**src/rtl/niu_sio_rcv_pkg.sv**
```systemverilog
// Shared types and constants for the NIU SIO response receive path.
// Provides the FIFO entry layout, the receive FSM states and the per-lane parity check.
package niu_sio_rcv_pkg;

    localparam int BEATS     = 4;
    localparam int BEAT_W    = 128;
    localparam int PAR_LANES = 8;
    localparam int LANE_W    = BEAT_W / PAR_LANES;
    localparam int PERR_W    = BEATS + 1;

    typedef enum logic {
        IDLE    = 1'b0,
        PAYLOAD = 1'b1
    } rcv_state_t;

    typedef struct packed {
        logic [BEAT_W-1:0]       hdr;
        logic [BEATS*BEAT_W-1:0] data;
        logic                    has_data;
        logic [PERR_W-1:0]       perr;
    } rsp_entry_t;

    // Even parity per 16-bit lane; any failing lane flags the whole beat.
    function automatic logic beat_par_err(input logic [BEAT_W-1:0]    data,
                                          input logic [PAR_LANES-1:0] parity);
        logic err;
        err = 1'b0;
        for (int i = 0; i < PAR_LANES; i++) begin
            err |= ((^data[i*LANE_W +: LANE_W]) != parity[i]);
        end
        return err;
    endfunction

endpackage

```
**src/rtl/niu_sio_rsp_fifo.sv**
```systemverilog
// Small response FIFO with the head entry presented directly from storage registers.
// A pop in the same cycle as a push on a full FIFO frees the slot the push needs.
module niu_sio_rsp_fifo
    import niu_sio_rcv_pkg::*;
#(
    parameter int DEPTH = 2
) (
    input  logic       iol2clk,
    input  logic       rst_l,
    input  logic       push,
    input  rsp_entry_t push_entry,
    input  logic       pop,
    output rsp_entry_t head,
    output logic       vld,
    output logic       full,
    output logic       ovf
);

    localparam int AW = $clog2(DEPTH);

    rsp_entry_t      mem [DEPTH];
    logic [AW-1:0]   wr_ptr;
    logic [AW-1:0]   rd_ptr;
    logic [AW:0]     count;
    logic            do_push;
    logic            do_pop;

    assign vld     = (count != '0);
    assign full    = (count == (AW+1)'(DEPTH));
    assign do_pop  = pop & vld;
    assign do_push = push & (~full | do_pop);
    assign ovf     = push & full & ~do_pop;
    assign head    = mem[rd_ptr];

    always_ff @(posedge iol2clk or negedge rst_l) begin
        if (!rst_l) begin
            // NOTE: storage is reset because the head drives the outputs directly and must read as zero out of reset.
            for (int i = 0; i < DEPTH; i++) begin
                mem[i] <= '0;
            end
            wr_ptr <= '0;
            rd_ptr <= '0;
            count  <= '0;
        end else begin
            if (do_push) begin
                mem[wr_ptr] <= push_entry;
                wr_ptr      <= wr_ptr + 1'b1;
            end
            if (do_pop) begin
                rd_ptr <= rd_ptr + 1'b1;
            end
            case ({do_push, do_pop})
                2'b10:   count <= count + 1'b1;
                2'b01:   count <= count - 1'b1;
                default: count <= count;
            endcase
        end
    end

endmodule

```
**src/rtl/niu_sio_rsp_rcv.sv**
```systemverilog
// SIO->NIU response receiver: header/payload capture, parity check, response queue.
// Define NIU_SIO_RCV_PAR_CHK_EN to build the per-lane parity checker; otherwise rsp_perr is 0.
module niu_sio_rsp_rcv
    import niu_sio_rcv_pkg::*;
#(
    parameter int DEPTH = 2
) (
    input  logic                    iol2clk,
    input  logic                    rst_l,
    input  logic                    sio_niu_hdr_vld,
    input  logic                    sio_niu_datareq,
    input  logic [BEAT_W-1:0]       sio_niu_data,
    input  logic [PAR_LANES-1:0]    sio_niu_parity,
    output logic                    rsp_vld,
    input  logic                    rsp_rdy,
    output logic [BEAT_W-1:0]       rsp_hdr,
    output logic [BEATS*BEAT_W-1:0] rsp_data,
    output logic                    rsp_has_data,
    output logic [PERR_W-1:0]       rsp_perr,
    output logic                    ovf_err,
    output logic                    proto_err
);

    rcv_state_t              state_q, state_d;
    logic [1:0]              beat_cnt_q;
    logic [BEAT_W-1:0]       hdr_q;
    logic                    hdr_perr_q;
    logic [3*BEAT_W-1:0]     data_q;
    logic [2:0]              beat_perr_q;
    logic                    par_err;
    logic                    push;
    logic                    proto_set;
    logic                    fifo_ovf;
    logic                    fifo_full;
    rsp_entry_t              push_entry;
    rsp_entry_t              head;

`ifdef NIU_SIO_RCV_PAR_CHK_EN
    assign par_err = beat_par_err(sio_niu_data, sio_niu_parity);
`else
    logic [PAR_LANES-1:0] unused_parity;
    assign unused_parity = sio_niu_parity;
    assign par_err       = 1'b0;
`endif

    // A header is honoured in either state; arriving mid-payload abandons the partial packet.
    always_comb begin
        state_d    = state_q;
        push       = 1'b0;
        proto_set  = 1'b0;
        push_entry = '0;
        if (sio_niu_hdr_vld) begin
            proto_set = (state_q == PAYLOAD);
            if (sio_niu_datareq) begin
                state_d = PAYLOAD;
            end else begin
                state_d         = IDLE;
                push            = 1'b1;
                push_entry.hdr  = sio_niu_data;
                push_entry.perr = {4'b0, par_err};
            end
        end else if (state_q == PAYLOAD && beat_cnt_q == 2'd3) begin
            state_d             = IDLE;
            push                = 1'b1;
            push_entry.hdr      = hdr_q;
            push_entry.data     = {sio_niu_data, data_q};
            push_entry.has_data = 1'b1;
            push_entry.perr     = {par_err, beat_perr_q, hdr_perr_q};
        end
    end

    always_ff @(posedge iol2clk or negedge rst_l) begin
        if (!rst_l) begin
            state_q     <= IDLE;
            beat_cnt_q  <= '0;
            hdr_q       <= '0;
            hdr_perr_q  <= 1'b0;
            data_q      <= '0;
            beat_perr_q <= '0;
            ovf_err     <= 1'b0;
            proto_err   <= 1'b0;
        end else begin
            state_q   <= state_d;
            ovf_err   <= ovf_err | fifo_ovf;
            proto_err <= proto_err | proto_set;
            if (sio_niu_hdr_vld) begin
                hdr_q      <= sio_niu_data;
                hdr_perr_q <= par_err;
                beat_cnt_q <= '0;
            end else if (state_q == PAYLOAD) begin
                beat_cnt_q <= beat_cnt_q + 1'b1;
                // Beat 3 bypasses this buffer straight into the FIFO entry.
                if (beat_cnt_q != 2'd3) begin
                    data_q[{beat_cnt_q, 7'd0} +: BEAT_W] <= sio_niu_data;
                    beat_perr_q[beat_cnt_q]              <= par_err;
                end
            end
        end
    end

    niu_sio_rsp_fifo #(.DEPTH(DEPTH)) u_fifo (
        .iol2clk    (iol2clk),
        .rst_l      (rst_l),
        .push       (push),
        .push_entry (push_entry),
        .pop        (rsp_vld & rsp_rdy),
        .head       (head),
        .vld        (rsp_vld),
        .full       (fifo_full),
        .ovf        (fifo_ovf)
    );

    assign rsp_hdr      = head.hdr;
    assign rsp_data     = head.data;
    assign rsp_has_data = head.has_data;
    assign rsp_perr     = head.perr;

    logic unused_full;
    assign unused_full = fifo_full;

endmodule

```
**config.mk**
```make
export PLATFORM = sky130hd
export DESIGN_NAME = niu_sio_rsp_rcv
export DESIGN_NICKNAME = d
export VERILOG_FILES = /design/src/rtl/niu_sio_rcv_pkg.sv /design/src/rtl/niu_sio_rsp_fifo.sv /design/src/rtl/niu_sio_rsp_rcv.sv
export SDC_FILE = /design/constraint.sdc
export NUM_CORES = 2
export LEC_CHECK = 0
export CAP_MARGIN = 40
export CORE_ASPECT_RATIO = 0.6
export CORE_MARGIN = 4
export CORE_UTILIZATION = 58
export CTS_CLUSTER_SIZE = 16
export DETAILED_ROUTE_END_ITERATION = 7
export PLACE_DENSITY_LB_ADDON = 0.15
export SLEW_MARGIN = 10
export SYNTH_ARGS = -nofsm -noshare
export SYNTH_HDL_FRONTEND = slang
export SYNTH_SLANG_ARGS = --single-unit
```
**constraint.sdc**
```tcl
create_clock -name iol2clk -period 2.8 [get_ports iol2clk]
set_clock_uncertainty 0.15 [all_clocks]
set_input_delay 0.56 -clock iol2clk [delete_from_list [all_inputs] [get_ports iol2clk]]
set_output_delay 0.56 -clock iol2clk [all_outputs]
set_load 0.01 [all_outputs]
```
**Word-level counts from Yosys, hierarchy flattened**

Index checks and enable logic that the tools add are counted.

- $add $sub $neg: 6
- Order comparisons: 5
- Eq/ne operators: 5
- Shift operators: 2
- Multiplexer cells: 24
- Bitwise gates (word level): 15
- Reduce and logical (&&, ||, !) cells: 8

Operators by type and width:

| kind | number |
|---|---|
| $mux 646 | 5 |
| $bwmux 1292 | 1 |
| $demux 646 s1 | 1 |
| $mux 513 | 1 |
| $bwmux 384 | 1 |
| $shift 128x11->384 const A | 1 |
| $shiftx 128x11->384 | 1 |
| $mux 128 | 2 |
| $neg 9->11 | 1 |
| $mux 1 | 8 |
| $reduce_bool 2->1 | 4 |
| $eq 2x2->1 const B | 3 |
| $and 1x1->1 | 5 |
| $mux 5 | 1 |
| $add 2x1->2 const B | 2 |
| $ge 2x2->1 const B | 2 |
| $mux 2 | 2 |
| $not 1->2 | 2 |
| $pmux 2 s2 | 1 |
| $and 3x3->3 | 1 |
| $logic_and 1x1->1 | 3 |
| $lt 2x3->1 const B | 1 |
| $not 1->1 | 3 |
| $not 3->3 | 1 |
| 9 further kinds | 12 |

- Bits in registers: 1816
- Input bits: 141
- Output and inout port bits: 649
- Logic and storage cells: 83

**Logic depth before layout (Yosys ltp)**

- Word-level depth: 7
- Depth in mapped cells: 9
- Mapped depth without buffers: 7

**Cells and area by module**

From an unflattened synthesis, not the netlist that was laid out.

- Cells, all modules: 5628
- Area total of the unflattened synthesis: 79693.9 um2

Modules (own cells, without submodules):

| module | instances | cells each | area each (um2) | sequential area each (um2) |
|---|---|---|---|---|
| niu_sio_rsp_fifo | 1 | 3464 | 55766.0 | 32431.1 |
| niu_sio_rsp_rcv | 1 | 2164 | 23927.9 | 13012.5 |

**Worst setup path before layout**

OpenSTA, ideal clock, no wires.

- Path kind: reg-to-output
- Start: register u_fifo.rd_ptr
- End: output rsp_data[237]
- Data arrival time: 1674 ps
- Required time: 2090 ps
- Path slack: 416 ps
- Cell stages (with the launch flop): 6
- Buffers on the path: 4
- Path through: dfrtp_1 -> clkbuf_1 -> clkbuf_1 -> clkbuf_1 -> buf_2 -> mux2_2

- Cells in the longest elaborated chain, start to end: 4

RTL lines:

| what | RTL line | text |
|---|---|---|
| start, declared | niu_sio_rsp_fifo.sv:23 | `logic [AW-1:0] rd_ptr;` |
| start signal, assigned | niu_sio_rsp_fifo.sv:50 | `rd_ptr <= rd_ptr + 1'b1;` |
| $not 1->2 (not written as such) | niu_sio_rsp_fifo.sv:33 | `assign head = mem[rd_ptr];` |
| $mux 646 (not written as such) (3 in a row) | niu_sio_rsp_fifo.sv:33 |  |
| end, declared | niu_sio_rsp_rcv.sv:17 | `output logic [BEATS*BEAT_W-1:0] rsp_data,` |

Every way passes these cells. The select of a mux whose other input is x is not followed.

**Worst setup path in the final report**

- Start: register u_fifo.rd_ptr
- End: output rsp_hdr[80]

- Cells in the longest elaborated chain, start to end: 4

RTL lines:

| what | RTL line | text |
|---|---|---|
| $not 1->2 (not written as such) | niu_sio_rsp_fifo.sv:33 |  |
| $mux 646 (not written as such) (3 in a row) | niu_sio_rsp_fifo.sv:33 |  |
| end, declared | niu_sio_rsp_rcv.sv:16 | `output logic [BEAT_W-1:0] rsp_hdr,` |

Every way passes these cells. The select of a mux whose other input is x is not followed.

==> impl_metrics.ini <==
[synthesis]
synth-edff-count = 0
synth_area_per_cell_sq_um = 12.8
ys_types = 31
async_flop_share_pct = 100
syn_inst = 6319
synth_area_sq_um = 80800
synth.yosys.seq_area_share_pct = 56.1
ys_warn_count = 0
synth_seq_cells = 1812
ys_top_cells_by_area = dfrtp_1 (56%), mux2_2 (25%), mux2_1 (4.2%), and2_1 (4.0%), nand2_1 (3.6%)
synth_common_cells = dfrtp_1 (1812), mux2_2 (1762), nand2_1 (768)
synth_ff_type = dfrtp_1
netlist.area_leader.share_pct = 56.1
synth_top_cell_by_area = dfrtp_1
yosysMostFrequentCell = dfrtp_1

[sta]
finalHoldViolCount = 0
period_needed_ns = 3.45
rsz0062_at_grt = yes
period_share_pct = 123
drv_slew = 0
setup_ws_ns = -0.651
maxSlewHeadroom_pct = 39.9
finalSetupViolCount = 645
max_freq_mhz = 290
worstMarginPinSlew_ns = 0.902

[die]
rows = 105
die_w_um = 490
dieHeight_um = 297
start_util_pct = 58.8
core_sq_um = 138000
dieArea_sq_um = 146000
ioPinCount = 790

[worst_setup_path]
cp_data_required_time_ns = 2.09
crit_type = flop to primary output
reg2reg_depth = 5
r2r_end = data_q[333]
path_common_cell = buf_12
worstSetupEndpointType = primary output
slowest_delay_ns = 0.56
crit_path_end = rsp_hdr[80]
cp_cell_sequence = buf_12 > buf_12 > mux2_2 > clkdlybuf4s50_1
arrival_ns = 2.74
cp_max_fo = 60
crit_path_start = u_fifo.rd_ptr
cpMaxStageDelayCell = clkdlybuf4s50_1
cp-start-kind = flop
r2r-start = beat_cnt_q[0]
ff2ff_setup_slack_ns = 0.10

[cts]
cts_buffer_depth = 3
cts_buffers = 166
clock_latency_ns = 0.79
tritoncts = done
cts.sinks = 1812
clk_pin_slew_ns = 0.07
root_buffer = clkbuf_16
htreeDepth = 4

[routing]
vias = 53600
wl_um = 233000
drt_iter0_markers = 3874
first_pass_iters = 8
wl_per_cell_um = 25.7
ant_nets = 0
route.detailed.drc = 0
post_drt_via_cell_ratio = 5.92

[global_routing]
grt_pass1_wl_um = 358000
grt_pass1_vias = 56600
grtUsageTotal_pct = 31.8
grt_start_max_net_pins = 137
grt_overflow = 0
antenna_found_initial = 18

[outcome]
violations = setup timing
status = finished with violations

[place]
hpwl_um = 156000
gp_congestion = 0.826
io_buffers = 779
dp_slack_ns = -0.0449

[power]
p_total_mw = 70.8
power.density_nw_per_um2 = 715
ir_drop_uv = 636
p_leak_nw = 48.1

[layout]
postLayoutCoreUtil_pct = 72.0
syn2layout_area_growth_pct = 22.5
fin_nets = 7246
fillCellCount = 9160
drive_gt1_share_pct = 33.4

[hold_path]
hold_class = primary input to flop
whs_path_depth = 4

[flow_run]
drv_cap = 0
==> power breakdown <==
part	total, mW	switching, mW	internal [mW]	leakage [nW]
Sequential	29.7	1.18	28.5	24.8
Clock	24.1	10.3	13.9	2.88
Combinational	17.0	8.75	8.25	20.5
Total	70.8	20.2	50.6	48.1
==> final cells by class <==
cell class / count / area (sq um) / area share (%)
tap: 1819 / 2280 / 2.30
clock inverter: 61 / 769 / 0.777
multi-input combinational: 4031 / 33600 / 33.9
clock buffer: 249 / 5010 / 5.06
antenna: 7 / 17.5 / 0.0177
sequential: 1812 / 45400 / 45.8
inverter: 3 / 11.3 / 0.0114
timing repair buffer: 1083 / 11900 / 12.1
==> state kept, by name, indices dropped and copies added, names as in the netlist <==
name / flops
u_fifo.count: 2
data_q: 384
hdr_q: 128
state_q: 1
u_fifo.mem: 1288
u_fifo.wr_ptr: 1
beat_cnt_q: 2
ovf_err: 1
u_fifo.rd_ptr: 1
proto_err: 1
beat_perr_q: 3
==> metrics by stage <==
stage	area, sq um	setup TNS [ns]	hold WS [ns]	std cells
after floorplan	80800	0	0.114	6320
after global placement	92900	-0.326	0.293	8734
after detailed placement	92900	-4.53	0.295	8734
after CTS	98900	-393.12	0.107	9053
after global routing	99000	-357.15	0.185	9063
final	99000	-310.97	0.183	9065
==> routing by layer <==
metal / vias to the layer above / global-route usage (%) / routed length, um
met4: 0 / 13.2 / 10000
met5: - / 0 / 0
met3: 404 / 5.62 / 14300
met2: 1720 / 48.8 / 107000
li1: 23400 / - / -
met1: 28100 / 45.1 / 102000
==> cell families (layout without fill, tap and decap cells) <==
| family | Yosys count | count (layout) | share of synthesized area (%) |
|---|---|---|---|
| mux | 2061 | 2061 | 28.7 |
| other cells | 1 | 9 | 0.00464 |
| fa+ha+maj | 8 | 8 | 0.124 |
| compound gates | 521 | 521 | 3.84 |
| simple gates | 1433 | 1433 | 8.57 |
| buf+inv | 477 | 1396 | 2.58 |
| flops | 1812 | 1812 | 56.1 |
| xor+xnor | 6 | 6 | 0.0650 |
==> timing repair <==
action / 4_1_cts / 5_1_grt
hold buffers: 1 / 0
hold endpoints to repair: 81 / 0
cloned: 2 / 1
setup buffers: 6 / 4
resized for setup: 193 / 149
setup endpoints to repair: 645 / 655
==> worst min-delay path by stage <==
stage,start,endpoint,slack [ns]
detailed placement,proto_err,proto_err,0.30
floorplan,rst_l,beat_cnt_q[0],0.11
global route,sio_niu_hdr_vld,u_fifo.wr_ptr,0.18
global placement,proto_err,proto_err,0.29
CTS,sio_niu_hdr_vld,u_fifo.wr_ptr,0.11
finish,sio_niu_hdr_vld,u_fifo.wr_ptr,0.18
==> layout by cell type (no fill, tap or decap), types with 4 or more instances in the layout <==
cell | synthesis | routed
xnor2_1 | 4 | 4
buf_4 | 36 | 147
nand3_1 | 128 | 128
diode_2 | 0 | 7
clkbuf_8 | 0 | 37
inv_6 | 0 | 6
clkdlybuf4s50_1 | 0 | 604
clkdlybuf4s15_2 | 0 | 12
buf_16 | 0 | 11
dfrtp_1 | 1812 | 1810
buf_6 | 0 | 11
o2bb2ai_1 | 124 | 124
and2_1 | 516 | 516
buf_12 | 0 | 138
mux2_4 | 0 | 29
nand2_1 | 768 | 768
bufinv_16 | 0 | 16
mux2_2 | 1762 | 1733
nand3b_1 | 4 | 4
dlymetal6s2s_1 | 0 | 50
clkbuf_1 | 301 | 38
buf_2 | 126 | 11
clkbuf_16 | 0 | 175
ha_1 | 8 | 7
clkinv_2 | 0 | 36
o21ai_0 | 389 | 389
clkbuf_2 | 0 | 34
mux2_1 | 298 | 298
dlygate4sd2_1 | 0 | 60
==> worst max-delay path, delay by kind of cell (launching register included) <==
kind / cells / cell delay (ns)
buf+inv: 3 / 1.03
mux: 1 / 0.39
flops: 1 / 0.42
No activity file was read; power rests on OpenSTA's default activity.
